==> config.mk <==
export PLATFORM = sky130hd
export DESIGN_NAME = ne_dot_tree_sched
export DESIGN_NICKNAME = d
export VERILOG_FILES = /design/src/rtl/ne_dot_tree_sched.sv
export SDC_FILE = /design/constraint.sdc
export NUM_CORES = 1
export LEC_CHECK = 0
export CORE_AREA = 2 2 588 590
export DETAILED_ROUTE_END_ITERATION = 8
export DIE_AREA = 0 0 590 592
export DONT_BUFFER_PORTS = 1
export PLACE_DENSITY = 0.3
export SLEW_MARGIN = 25
export SYNTH_ARGS = -nofsm -noshare
export SYNTH_HDL_FRONTEND = slang
export SYNTH_SLANG_ARGS = --single-unit
==> constraint.sdc <==
create_clock -name clk -period 3.35 [get_ports clk]
set_input_delay 0.335 -clock clk [delete_from_list [all_inputs] [get_ports clk]]
set_output_delay 0.335 -clock clk [all_outputs]
set_load 0.03 [all_outputs]
==> src/rtl/ne_dot_tree_sched.sv <==
// Shares one external 32-input carry-save tree between two requesters, per-packet round-robin, signed dot-product accumulate.
// Latency: one-beat packet returns a result 3 cycles after valid is first seen; k beats with no gaps take 2+k cycles.
// Backpressure: only the granted requester sees ready, and only in ACC; a stalled result holds everything and keeps both readys low.
module ne_dot_tree_sched #(
  parameter int NUM_IN = 32,
  parameter int IN_W   = 15,
  parameter int ACC_W  = 24
) (
  input  logic                     clk,
  input  logic                     rst,
  input  logic                     req0_valid,
  output logic                     req0_ready,
  input  logic [NUM_IN*IN_W-1:0]   req0_data,
  input  logic                     req0_last,
  input  logic                     req1_valid,
  output logic                     req1_ready,
  input  logic [NUM_IN*IN_W-1:0]   req1_data,
  input  logic                     req1_last,
  output logic [NUM_IN*IN_W-1:0]   tree_in,
  input  logic [IN_W-1:0]          tree_out0,
  input  logic [IN_W-1:0]          tree_out1,
  output logic                     res_valid,
  input  logic                     res_ready,
  output logic [ACC_W-1:0]         res_data,
  output logic                     res_id,
  output logic                     res_ovf
);

  typedef enum logic [1:0] {IDLE, ACC, DRAIN, RESULT} state_t;

  state_t           state;
  state_t           state_nxt;
  logic             grant;
  logic             grant_nxt;
  logic             rr;
  logic             beat_vld;
  logic [ACC_W-1:0] acc;
  logic             ovf;

  logic             accept0;
  logic             accept1;
  logic             accept_any;
  logic             accept_last;
  logic [IN_W-1:0]  tree_sum;
  logic [ACC_W-1:0] sum_ext;
  logic [ACC_W-1:0] acc_sum;
  logic             ovf_now;

  // Handshake decode, tree resolution and signed overflow detect for the accumulate step.
  always_comb begin
    req0_ready  = (state == ACC) && !grant;
    req1_ready  = (state == ACC) && grant;
    accept0     = req0_ready && req0_valid;
    accept1     = req1_ready && req1_valid;
    accept_any  = accept0 || accept1;
    accept_last = accept1 ? req1_last : req0_last;
    tree_sum    = tree_out0 + tree_out1;
    sum_ext     = {{(ACC_W-IN_W){tree_sum[IN_W-1]}}, tree_sum};
    acc_sum     = acc + sum_ext;
    ovf_now     = (acc[ACC_W-1] == sum_ext[ACC_W-1]) && (acc_sum[ACC_W-1] != acc[ACC_W-1]);
    res_valid   = (state == RESULT);
    res_data    = res_valid ? acc : '0;
    res_id      = res_valid && grant;
    res_ovf     = res_valid && ovf;
  end

  // Next-state and grant selection; grant only changes in IDLE so it stays locked for the whole packet.
  always_comb begin
    state_nxt = state;
    grant_nxt = grant;
    case (state)
      IDLE: begin
        if (req0_valid || req1_valid) begin
          grant_nxt = (req0_valid && req1_valid) ? rr : req1_valid;
          state_nxt = ACC;
        end
      end
      ACC:     if (accept_any && accept_last) state_nxt = DRAIN;
      DRAIN:   state_nxt = RESULT;
      RESULT:  if (res_ready) state_nxt = IDLE;
      default: state_nxt = IDLE;
    endcase
  end

  // State, operand register toward the tree, and the per-packet accumulator.
  always_ff @(posedge clk) begin
    if (rst) begin
      state    <= IDLE;
      grant    <= 1'b0;
      rr       <= 1'b0;
      beat_vld <= 1'b0;
      tree_in  <= '0;
      acc      <= '0;
      ovf      <= 1'b0;
    end else begin
      state    <= state_nxt;
      grant    <= grant_nxt;
      beat_vld <= accept_any;
      tree_in  <= accept_any ? (accept1 ? req1_data : req0_data) : '0;
      if (res_valid && res_ready) begin
        acc <= '0;
        ovf <= 1'b0;
        rr  <= ~grant;
      end else if (beat_vld) begin
        acc <= acc_sum;
        ovf <= ovf | ovf_now;
      end
    end
  end

endmodule

==> flow_summary_export.csv <==
group,metric,value,unit
routing,wl_per_cell,31.3,um
worst_setup_path,cp_data_required_time,4.06,ns
logic_synthesis,yosysWarnings,0,
floorplanning,initial_core_util,0.0571,
power,ir_worst_vdd,341,uV
place,hpwl,226,mm
min_path,hold_depth,3,
grt,track_usage,0.140,
power,power.density,547,nW/um2
grt,grt_pass1_wl,304,mm
timing,rsz0062_at_grt,"true",
timing,fin_crit,3.25,ns
worst_setup_path,path_max_fanout,46,
final_layout,fill_cells,39700,
timing,slew_headroom,0.355,
place,place_area,25900,um2
floorplanning,io_pins,1506,
power,power,21.0,mW
worst_setup_path,r2r_cells,10,
grt,grt_pass1_vias,23500,
worst_setup_path,arrival,3.96,ns
cts,clk_pin_slew,0.05,ns
timing,final_hold_viol_count,0,
grt,grt_max_degree,106,
floorplanning,die-area,349000,um2
timing,setup_slack,0.0999,ns
logic_synthesis,synth-seq-cells,510,
timing,max_freq,308,MHz
grt,grt-ovfl-total,0,
place,gp_congestion,0.933,
grt,antenna_found_initial,256,
min_path,min_to,"tree_in[29]",
final_layout,utilization,0.112,
worst_setup_path,r2r_end,"tree_in[16]",
final_layout,area_growth,95.9,%
logic_synthesis,avgSynthCellArea,7.86,um2
cts,cts_buffer_depth,4,
logic_synthesis,synth_ff_type,"dfxtp_1",
routing,postRouteAntennaNets,0,
final_layout,nets,4539,
routing,drc,0,
worst_setup_path,reg2reg_from,"state[1]",
timing,worst_pin_slew,0.967,ns
final_layout,multi_input_area,8630,um2
worst_setup_path,startpoint_type,"flip-flop",
routing,drt_wl_total,257,mm
worst_setup_path,reg2reg_slack,0.1,ns
logic_synthesis,synthCells,2488,
cts,cts-root-buf,"clkbuf_16",
power,leakage,15.4,nW
logic_synthesis,syn_area,19600,um2
routing,firstDrtPassIters,6,
logic_synthesis,syn_nets,3529,
logic_synthesis,synth-edff-count,0,
final_layout,drive_gt1_frac,0.0837,
min_path,hold_class,"in -> reg",
cts,h-tree-depth,3,
flow_run,max-cap-violations,0,
worst_setup_path,worstSetupPathType,"reg -> reg",
timing,setup_viol,0,
floorplanning,fp.dieW,590,um
floorplanning,row_count,215,
timing,fin_crit_sh,0.970,
floorplanning,die_h,592,um
timing,fin_skew,0.0807,ns
cts,cts_inserted_buffers,75,
timing,maxSlewViolCount,0,
final_layout,regArea,10200,um2
cts,cts.sinks,510,
cts,cts_tree,"done",
routing,drtIter0Drc,1733,
floorplanning,core-area,342000,um2
min_path,holdCritStartpoint,"req1_data[29]",
logic_synthesis,synth.distinct_cells,70,
routing,via_per_inst,2.92,
run_status,outcome,"complete, no violations",
cts,clk_latency,0.81,ns
worst_setup_path,cp-end-kind,"flip-flop",
place,place_ws,-0.753,ns
logic_synthesis,synth_seq_area_share,0.522,
logic_synthesis,synthArstFlopShare,0,
routing,vias,24000,
final_layout,stdcell_area,38300,um2
place,portBuffers,0,
flip-flops by register name (all words and copies together) (netlist names):
signal	count
tree_in	480
state	2
rr	1
acc	24
ovf	1
grant	1
beat_vld	1
layout make-up:
cell class                      instances  area share
Antenna cell                           86     0.00561
Clock buffer                           97      0.0551
Clock inverter                         31      0.0110
Inverter                               16     0.00157
Multi-Input combinational cell       1790       0.225
Sequential cell                       510       0.266
Tap cell                             4557       0.149
Timing Repair Buffer                 1105       0.287
synthesized netlist by cell type (all sizes together) (2+ instances only):
master  instances  area share
nand2         995        0.19
a21oi         512        0.13
dfxtp         510        0.52
clkbuf        109       0.021
buf            63       0.016
ha             42       0.027
and2           31       0.010
nor2           31      0.0059
o21ai          28      0.0074
xnor2          19      0.0085
inv            16      0.0031
mux2i          13      0.0067
a21o           11      0.0042
xor2            9      0.0040
a31oi           7      0.0026
and3            7      0.0025
nor2b           7      0.0026
nor3            7      0.0020
nand3           6      0.0015
nand4           6      0.0022
o21bai          6      0.0025
nand2b          5      0.0016
a211oi          4      0.0015
o21a            4      0.0019
o31ai           4      0.0022
and4            3      0.0013
or3             3     0.00096
a311o           2      0.0010
a311oi          2      0.0012
fa              2      0.0020
nor4            2     0.00064
o22ai           2     0.00096
o311ai          2     0.00090
or4             2     0.00096
critical path, cell delays in order, from the launching register on:
cell	delay, ns
dfxtp_1	0.38
inv_1	0.08
ha_1	0.25
and2_1	0.32
nand2_4	0.17
buf_12	0.19
buf_12	0.29
buf_12	0.20
nand2_1	0.09
a21oi_1	0.36
dlygate4sd3_1	0.69
kinds of logic after synthesis:
logic type,after synthesis,synth area share
DFF,510,0.522
adders and majority gates,44,0.0289
buffers and inverters,188,0.0398
xor gates and xnor gates,28,0.0125
and+or+nand+nor,1108,0.225
muxes,13,0.00665
AOI/OAI and AO/OA,597,0.166
layer usage:
metal | track usage | routed length (um) | vias to the layer above
met1 | 0.158 | 101000 | 11400
li1 | - | - | 10200
met2 | 0.216 | 111000 | 1678
met5 | 0 | 700 | -
met4 | 0.0598 | 11800 | 104
met3 | 0.0794 | 32300 | 528
how the worst max path moves through the flow:
stage	from	endpoint	slack [ns]	cells past startpoint
6_report	state[1]	tree_in[16]	0.1	10
5_1_grt	tree_out0[0]	acc[23]	-0.03	20
4_1_cts	tree_out0[1]	acc[18]	0.06	17
3_5_place_dp	tree_out0[1]	acc[18]	-0.75	17
3_3_place_gp	tree_out0[0]	acc[15]	-0.75	20
2_1_floorplan	tree_out0[0]	acc[23]	0.005	17
cells in the final DEF (no fill, tap or decap), types with 3 or more instances in the layout:
cell type,instances
bufinv_16,8
mux2i_1,13
diode_2,86
o21ai_0,13
dlygate4sd3_1,959
clkinvlp_4,4
nand4_1,5
and2_1,29
o21ai_1,14
buf_4,123
a21oi_1,506
buf_12,23
a21oi_2,5
clkbuf_1,8
or3_1,3
nand2_1,994
nor3_1,6
a21o_1,11
clkbuf_16,76
inv_1,16
xor2_1,9
nor2b_1,5
nand3_1,6
a211oi_1,3
o21bai_1,5
inv_6,4
nand2b_1,5
dfxtp_1,510
xnor2_1,19
o31ai_1,3
clkinv_4,4
a31oi_1,6
ha_1,41
clkinv_2,10
and4_1,3
clkbuf_8,13
and3_1,5
o21a_1,3
nor2_1,30
per-stage QoR:
stage / instances / setup TNS, ns / hold slack (ns)
after floorplan: 2488 / 0 / 0.407
after global placement: 7018 / -8.76 / 0.410
after detailed placement: 7018 / -8.63 / 0.411
after CTS: 8105 / 0 / 0.00352
after global routing: 8157 / -0.0280 / 0.0190
final: 8192 / 0 / 0.0752
timing repair:
item	CTS	global route
hold buffers	959	0
endpoints found under the hold margin	490	0
setup buffers	0	1
endpoints found under the setup margin	0	5
resized for setup	0	3
where the power goes:
group | leakage [nW] | internal, mW | switching (mW)
clock | 1.24 | 5.07 | 3.53
sequential | 4.13 | 6.58 | 1.79
combinational | 10.1 | 1.90 | 2.10
Note: power is estimated with default switching activity, not from simulation.
